===== src/rtl/dmem_pkg.sv =====
// -----------------------------------------------------------------------------
// dmem_pkg
// Shared definitions for the two-port data-memory arbiter.
//   - arb_state_t : arbiter FSM encoding (IDLE / ACCESS / RESP)
//   - DMEM_DEPTH  : number of valid memory words
//   - DMEM_DW     : memory data width
//   - PORT_CPU / PORT_DBG : port indices (load/store unit, debug/loader)
// -----------------------------------------------------------------------------
package dmem_pkg;

    typedef enum logic [1:0] {
        IDLE   = 2'd0,
        ACCESS = 2'd1,
        RESP   = 2'd2
    } arb_state_t;

    localparam int   DMEM_DEPTH = 100;
    localparam int   DMEM_DW    = 32;

    localparam logic PORT_CPU = 1'b0;
    localparam logic PORT_DBG = 1'b1;

endpackage


===== src/rtl/dmem_rr_pick.sv =====
// -----------------------------------------------------------------------------
// dmem_rr_pick
// Combinational grant selection between the two request ports.
// Default: round-robin, the port that did not win last time wins a tie.
// With DMEM_ARB_FIXED_PRIO_EN defined, port 0 always wins a tie and
// last_grant is ignored.
// Ports:
//   req0, req1  in  : request lines of port 0 / port 1
//   last_grant  in  : port that received the previous grant
//   valid       out : at least one port is requesting
//   winner      out : index of the port to grant (meaningful when valid=1)
// -----------------------------------------------------------------------------
module dmem_rr_pick
    import dmem_pkg::*;
(
    input  logic req0,
    input  logic req1,
    input  logic last_grant,
    output logic valid,
    output logic winner
);

    // Select the winning port for the current IDLE cycle.
    always_comb begin
        valid = req0 | req1;
`ifdef DMEM_ARB_FIXED_PRIO_EN
        if (req0) begin
            winner = PORT_CPU;
        end else begin
            winner = PORT_DBG;
        end
`else
        if (req0 && req1) begin
            winner = ~last_grant;
        end else if (req0) begin
            winner = PORT_CPU;
        end else begin
            winner = PORT_DBG;
        end
`endif
    end

endmodule


===== src/rtl/dmem_arbiter.sv =====
// -----------------------------------------------------------------------------
// dmem_arbiter
// Serialises two request ports onto one single-port data memory through an
// IDLE -> ACCESS -> RESP FSM. Out-of-range addresses never write memory and
// complete with err=1 and rdata=0.
// Optional build macro: DMEM_ARB_FIXED_PRIO_EN (port 0 always wins a tie).
// Ports:
//   clk, rst                : clock, asynchronous active-low reset
//   reqN/weN/addrN/wdataN   : port N request, write enable, word address, data
//   ackN/rdataN/errN        : port N one-cycle completion, read data, range error
//   mem_a/mem_wd/mem_we     : registered memory address / write data / write enable
//   mem_rd                  : memory read data (combinational from mem_a)
// -----------------------------------------------------------------------------
module dmem_arbiter
    import dmem_pkg::*;
#(
    parameter int DW    = DMEM_DW,
    parameter int AW    = 32,
    parameter int DEPTH = DMEM_DEPTH
) (
    input  logic          clk,
    input  logic          rst,
    input  logic          req0,
    input  logic          we0,
    input  logic [AW-1:0] addr0,
    input  logic [DW-1:0] wdata0,
    output logic          ack0,
    output logic [DW-1:0] rdata0,
    output logic          err0,
    input  logic          req1,
    input  logic          we1,
    input  logic [AW-1:0] addr1,
    input  logic [DW-1:0] wdata1,
    output logic          ack1,
    output logic [DW-1:0] rdata1,
    output logic          err1,
    output logic [AW-1:0] mem_a,
    output logic [DW-1:0] mem_wd,
    output logic          mem_we,
    input  logic [DW-1:0] mem_rd
);

    arb_state_t    state_r;
    logic          last_grant_r;
    logic          cmd_port_r;
    logic          cmd_we_r;
    logic          cmd_oob_r;

    logic          pick_valid_s;
    logic          pick_winner_s;
    logic          win_we_s;
    logic [AW-1:0] win_addr_s;
    logic [DW-1:0] win_wdata_s;
    logic          win_in_range_s;
    logic [DW-1:0] resp_data_s;

    dmem_rr_pick u_pick (
        .req0       (req0),
        .req1       (req1),
        .last_grant (last_grant_r),
        .valid      (pick_valid_s),
        .winner     (pick_winner_s)
    );

    // Route the winning port's command fields and range-check its address.
    always_comb begin
        if (pick_winner_s == PORT_CPU) begin
            win_we_s    = we0;
            win_addr_s  = addr0;
            win_wdata_s = wdata0;
        end else begin
            win_we_s    = we1;
            win_addr_s  = addr1;
            win_wdata_s = wdata1;
        end
        win_in_range_s = (win_addr_s < AW'(DEPTH));
    end

    // Response data: only an in-range read returns memory contents.
    always_comb begin
        if (!cmd_oob_r && !cmd_we_r) begin
            resp_data_s = mem_rd;
        end else begin
            resp_data_s = {DW{1'b0}};
        end
    end

    // Arbiter FSM with registered memory pins and per-port response registers.
    // mem_we is part of the async reset, so a reset during ACCESS kills the
    // pending write before the next edge.
    always_ff @(posedge clk or negedge rst) begin
        if (!rst) begin
            state_r      <= IDLE;
            last_grant_r <= PORT_DBG;
            cmd_port_r   <= PORT_CPU;
            cmd_we_r     <= 1'b0;
            cmd_oob_r    <= 1'b0;
            mem_a        <= {AW{1'b0}};
            mem_wd       <= {DW{1'b0}};
            mem_we       <= 1'b0;
            ack0         <= 1'b0;
            ack1         <= 1'b0;
            rdata0       <= {DW{1'b0}};
            rdata1       <= {DW{1'b0}};
            err0         <= 1'b0;
            err1         <= 1'b0;
        end else begin
            case (state_r)
                IDLE: begin
                    ack0   <= 1'b0;
                    ack1   <= 1'b0;
                    mem_we <= 1'b0;
                    if (pick_valid_s) begin
                        state_r      <= ACCESS;
                        last_grant_r <= pick_winner_s;
                        cmd_port_r   <= pick_winner_s;
                        cmd_we_r     <= win_we_s;
                        cmd_oob_r    <= ~win_in_range_s;
                        mem_a        <= win_addr_s;
                        mem_wd       <= win_wdata_s;
                        mem_we       <= win_we_s & win_in_range_s;
                    end
                end
                ACCESS: begin
                    state_r <= RESP;
                    mem_we  <= 1'b0;
                    if (cmd_port_r == PORT_CPU) begin
                        ack0   <= 1'b1;
                        rdata0 <= resp_data_s;
                        err0   <= cmd_oob_r;
                    end else begin
                        ack1   <= 1'b1;
                        rdata1 <= resp_data_s;
                        err1   <= cmd_oob_r;
                    end
                end
                RESP: begin
                    state_r <= IDLE;
                    ack0    <= 1'b0;
                    ack1    <= 1'b0;
                    mem_we  <= 1'b0;
                end
                default: begin
                    state_r <= IDLE;
                    ack0    <= 1'b0;
                    ack1    <= 1'b0;
                    mem_we  <= 1'b0;
                end
            endcase
        end
    end

endmodule

===== config.mk =====
export PLATFORM = sky130hd
export DESIGN_NAME = dmem_arbiter
export DESIGN_NICKNAME = d
export VERILOG_FILES = /design/src/rtl/dmem_pkg.sv /design/src/rtl/dmem_rr_pick.sv /design/src/rtl/dmem_arbiter.sv
export SDC_FILE = /design/constraint.sdc
export NUM_CORES = 1
export LEC_CHECK = 0
export CORE_UTILIZATION = 25
export CTS_CLUSTER_SIZE = 10
export DETAILED_ROUTE_END_ITERATION = 16
export PLACE_DENSITY = 0.52
export SETUP_SLACK_MARGIN = 0.15
export SLEW_MARGIN = 20
export SYNTH_ARGS = -nofsm -noshare
export SYNTH_HDL_FRONTEND = slang
export SYNTH_SLANG_ARGS = --single-unit

===== constraint.sdc =====
create_clock -name clk -period 2.7 [get_ports clk]
set_input_delay 0.54 -clock clk [delete_from_list [all_inputs] [get_ports clk]]
set_output_delay 0.54 -clock clk [all_outputs]
set_load 0.01 [all_outputs]

==> report_table.html <==
<table>
<tr><th>Metric</th><th>Value</th></tr>
<tr><th colspan="2">Detailed routing</th></tr>
<tr><td>Wire per inst</td><td>between 15 and 20 um</td></tr>
<tr><td>Via count</td><td>approximately 5.1k</td></tr>
<tr><td>Final WL</td><td>around 18000 um</td></tr>
<tr><td>First-pass iteration count of the detailed router</td><td>4</td></tr>
<tr><td>Total met2 wirelength after detailed routing</td><td>slightly above 8000 um</td></tr>
<tr><td>Initial DRC count</td><td>249</td></tr>
<tr><td>Routed length on met3</td><td>1730 um</td></tr>
<tr><td>Uppermost metal layer occupied by signal nets</td><td>met4</td></tr>
<tr><td>Vias per inst</td><td>roughly 4.3</td></tr>
<tr><td>Wire length on met1</td><td>8150 um</td></tr>
<tr><td>DR DRC count</td><td>0</td></tr>
<tr><td>ANT nets after route</td><td>0</td></tr>
<tr><th colspan="2">Synth</th></tr>
<tr><td>Most common library cells after synthesis</td><td>138 x dfrtp_1, 99 x nand2_1, 70 x nor2_1</td></tr>
<tr><td>Async set-reset flop share out of synthesis</td><td>1.00</td></tr>
<tr><td>Dominant cells by area after synthesis</td><td>dfrtp_1 59%, mux2i_1 11%, nand2_1 6.3%, a21oi_1 5.5%, o21ai_0 4.9%</td></tr>
<tr><td>Syn nets</td><td>roughly 740</td></tr>
<tr><td>Netlist area before placement</td><td>5870 sq um</td></tr>
<tr><td>Number of standard cells after synthesis</td><td>approximately 580</td></tr>
<tr><td>Total of flip-flops plus latches after synthesis</td><td>around 140</td></tr>
<tr><td>Library cell occupying the most area in the post-synthesis netlist</td><td>dfrtp_1</td></tr>
<tr><td>Yosys top cell area share</td><td>0.588</td></tr>
<tr><td>Post-Syn Area per Cell</td><td>10.2 sq um</td></tr>
<tr><td>Count leader, synth</td><td>dfrtp_1</td></tr>
<tr><td>Proportion of synthesized chip area in sequential cells</td><td>0.592</td></tr>
<tr><td>Warning count from the yosys run</td><td>0</td></tr>
<tr><td>Most used flip-flop cell after synthesis</td><td>dfrtp_1</td></tr>
<tr><td>Distinct cells, synth</td><td>32</td></tr>
<tr><td>Number of enable-type register cells in the synthesized netlist</td><td>0</td></tr>
<tr><th colspan="2">Clocking</th></tr>
<tr><td>Num Clock Sinks</td><td>around 140</td></tr>
<tr><td>Maximum level of the CTS H-tree</td><td>4</td></tr>
<tr><td>CTS root buffer</td><td>clkbuf_16</td></tr>
<tr><td>CTS tree</td><td>done</td></tr>
<tr><td>Maximum count of clock buffers along a single path</td><td>2</td></tr>
<tr><td>Worst-Skew Late Latency</td><td>420 ps</td></tr>
<tr><td>Resized Gates After CTS</td><td>0</td></tr>
<tr><td>Number of buffers inserted to repair setup after CTS</td><td>0</td></tr>
<tr><td>Cts-stage hold buffer count</td><td>0</td></tr>
<tr><td>Num CTS Buffers</td><td>17</td></tr>
<tr><td>Clock-pin transition on the worst setup and hold timing paths</td><td>roughly 60 ps</td></tr>
<tr><th colspan="2">Critical path</th></tr>
<tr><td>Endpoint kind of the worst setup timing path</td><td>flop</td></tr>
<tr><td>Slack of the worst reg-to-reg path</td><td>between 900 and 1000 ps</td></tr>
<tr><td>Startpoint-to-endpoint class of the critical path</td><td>input port to flop</td></tr>
<tr><td>Biggest fanout along the worst timing path</td><td>2</td></tr>
<tr><td>CP Data Required Time</td><td>around 3000 ps</td></tr>
<tr><td>Setup crit start kind</td><td>input port</td></tr>
<tr><td>WP data arrival</td><td>between 2000 and 2500 ps</td></tr>
<tr><th colspan="2">Status</th></tr>
<tr><td>Outcome</td><td>complete, no violations</td></tr>
<tr><th colspan="2">Cells and area</th></tr>
<tr><td>Area Overhead vs Synth</td><td>68.5%</td></tr>
<tr><td>Area of the multi-input gates</td><td>2220 sq um</td></tr>
<tr><td>Ratio of cells with drive above 1 in the final layout</td><td>0.0726</td></tr>
<tr><td>Register cell area after layout</td><td>~3500 sq um</td></tr>
<tr><td>Filler Cell Count</td><td>roughly 2.3k</td></tr>
<tr><td>Number of standard cells in the layout, taps in and fillers out</td><td>about 1.2k</td></tr>
<tr><td>Antenna diode count</td><td>0</td></tr>
<tr><td>Net count of the finished layout</td><td>1035</td></tr>
<tr><th colspan="2">Power</th></tr>
<tr><td>Power Density</td><td>about 870 nW/um^2</td></tr>
<tr><td>Static leakage power</td><td>around 4 nW</td></tr>
<tr><td>Clock network power share</td><td>0.293</td></tr>
<tr><td>Worst IR drop on VDD</td><td>around 310 uV</td></tr>
<tr><td>Switching power share of the total</td><td>0.327</td></tr>
<tr><td>Net switching power of the design</td><td>approximately 2.8 mW</td></tr>
<tr><td>Part of the total power dissipated in combinational logic</td><td>0.362</td></tr>
<tr><td>Internal Dissipation</td><td>roughly 5.8 mW</td></tr>
<tr><td>Sequential Power Share</td><td>0.345</td></tr>
<tr><th colspan="2">Die</th></tr>
<tr><td>Io pins</td><td>approximately 300</td></tr>
<tr><td>Effective utilization at floorplan</td><td>0.257</td></tr>
<tr><td>Core Area</td><td>22800 sq um</td></tr>
<tr><td>Area enclosed by the die boundary</td><td>between 20000 and 25000 sq um</td></tr>
<tr><td>Horizontal die dimension</td><td>155 um</td></tr>
<tr><td>Die Y-Extent</td><td>around 160 um</td></tr>
<tr><td>Total number of placement rows</td><td>55</td></tr>
<tr><th colspan="2">Place</th></tr>
<tr><td>Number of cells after detailed placement</td><td>roughly 1.2k</td></tr>
<tr><td>HPWL after detailed placement</td><td>around 14000 um</td></tr>
<tr><td>Buffers on Ports</td><td>298</td></tr>
<tr><td>Final weighted congestion in routability-driven placement</td><td>between 0.7 and 0.8</td></tr>
<tr><th colspan="2">Timing</th></tr>
<tr><td>Final Cycle Share</td><td>0.713</td></tr>
<tr><td>Slew Limit Fails</td><td>0</td></tr>
<tr><td>Setup tns final</td><td>0 ps</td></tr>
<tr><td>RSZ-0062 raised after global routing</td><td>false</td></tr>
<tr><td>Min cycle time layout</td><td>between 1500 and 2000 ps</td></tr>
<tr><td>Final Hold Vio Count</td><td>0</td></tr>
<tr><td>Setup violations, final</td><td>0</td></tr>
<tr><td>Relative slew slack</td><td>0.592</td></tr>
<tr><td>Skew final</td><td>approximately 8.9 ps</td></tr>
<tr><td>Slew of the pin with the lowest slew margin</td><td>a little over 600 ps</td></tr>
<tr><td>Fmax</td><td>slightly above 500 MHz</td></tr>
<tr><th colspan="2">GRT</th></tr>
<tr><td>Wire length of the first global-routing pass</td><td>approximately 29000 um</td></tr>
<tr><td>Number of antenna violations at the first check in global routing</td><td>0</td></tr>
<tr><td>Number of global-route vias before repair</td><td>approximately 5.2k</td></tr>
<tr><td>Global routing usage summed across all routing layers</td><td>0.158</td></tr>
<tr><td>Total global routing overflow</td><td>0</td></tr>
<tr><td>Maximum number of pins on one net before global-route repair</td><td>62</td></tr>
<tr><th colspan="2">Job</th></tr>
<tr><td>Number of violations of the max-capacitance limit</td><td>0</td></tr>
<tr><th colspan="2">Min path</th></tr>
<tr><td>Hold/Removal Path Class</td><td>input port to asynchronous set/reset pin</td></tr>
</table>
## per-stage QoR
step            util  hold slack (ps)  instance area (sq um)  power, mW  worst slack (ps)
6_report       0.433             7.58                   9890       8.58               776
2_1_floorplan      -              244                   5870       4.39               917
3_3_place_gp   0.405              460                   9260       6.14               345
4_1_cts        0.433            0.725                   9890       8.72               754
3_5_place_dp   0.405              458                   9260       6.14               332
5_1_grt        0.433             13.2                   9890       9.14               621
## power by group through the flow
stage	Clock [mW]	Sequential [mW]	Combinational [mW]
after global routing	2.68	3.04	3.41
after CTS	2.59	2.96	3.17
after floorplan	0	3.20	1.19
final	2.52	2.96	3.10
after global placement	0	2.96	3.17
after detailed placement	0	2.97	3.17
## flip-flops by register name (all words and copies together), names as in the netlist
signal,count
ack0,1
ack1,1
cmd_oob_r,1
cmd_port_r,1
cmd_we_r,1
err0,1
err1,1
last_grant_r,1
mem_a,32
mem_wd,32
mem_we,1
rdata0,32
rdata1,32
state_r,2
## logic make-up after synthesis
group / share of synthesized area
multiplexers: 0.121
AO/OA/AOI/OAI: 0.118
buffers and inverters: 0.0337
flip-flops: 0.592
AND/OR/NAND/NOR: 0.135
## critical path, cell delays in order
cell and delay, ps:
clkdlybuf4s50_1 410, or4_1 580, nor2_1 130, and4_1 200, o22ai_1 100, mux2_4 260
## final cells by class
class                   count  area share
clock buffers              19      0.0458
multi-input cells         395       0.224
well taps                 313      0.0396
repair buffers            314       0.320
flip-flops and latches    139       0.352
inverters                   2    0.000759
clock inverters            13      0.0181
## routing by layer
layer	vias to the layer above	global-route usage
li1	2565	-
met1	2270	0.202
met2	225	0.242
met3	20	0.0638
met4	0	0.0504
met5	-	0
## cell usage in the layout (no fill, tap or decap), types with 2 or more instances in the layout
master           Yosys  layout
buf_4                2      11
mux2i_1             65      65
clkbuf_8             0       2
mux2_2               4       4
nor2_1              70      69
o21ai_1              6       6
inv_1                2       2
o21ai_0             58      58
a21oi_1             65      65
bufinv_16            0       3
nand2_1             99      98
inv_8                0       2
nor3_1               2       2
clkdlybuf4s50_1      0     297
clkbuf_16            0      17
o311ai_0             2       2
or4_1                3       3
dfrtp_1            138     138
nor4_1               6       6
buf_12               0       5
inv_6                0       4
clkinv_4             0       3
## path summary, 6_finish.rpt
kind | from | end | cells past startpoint
worst max-delay path | addr1[26] | cmd_oob_r | 6
worst min-delay path | rst | rdata0[5] | 1
worst max register to register | state_r[0] | err1 | 4
worst min register to register | rdata0[5] | rdata0[5] | 2
max in group asynchronous | rst | rdata0[12] | 2
min in group clk | rdata0[5] | rdata0[5] | 2
Note: power is estimated with default switching activity, not from simulation.
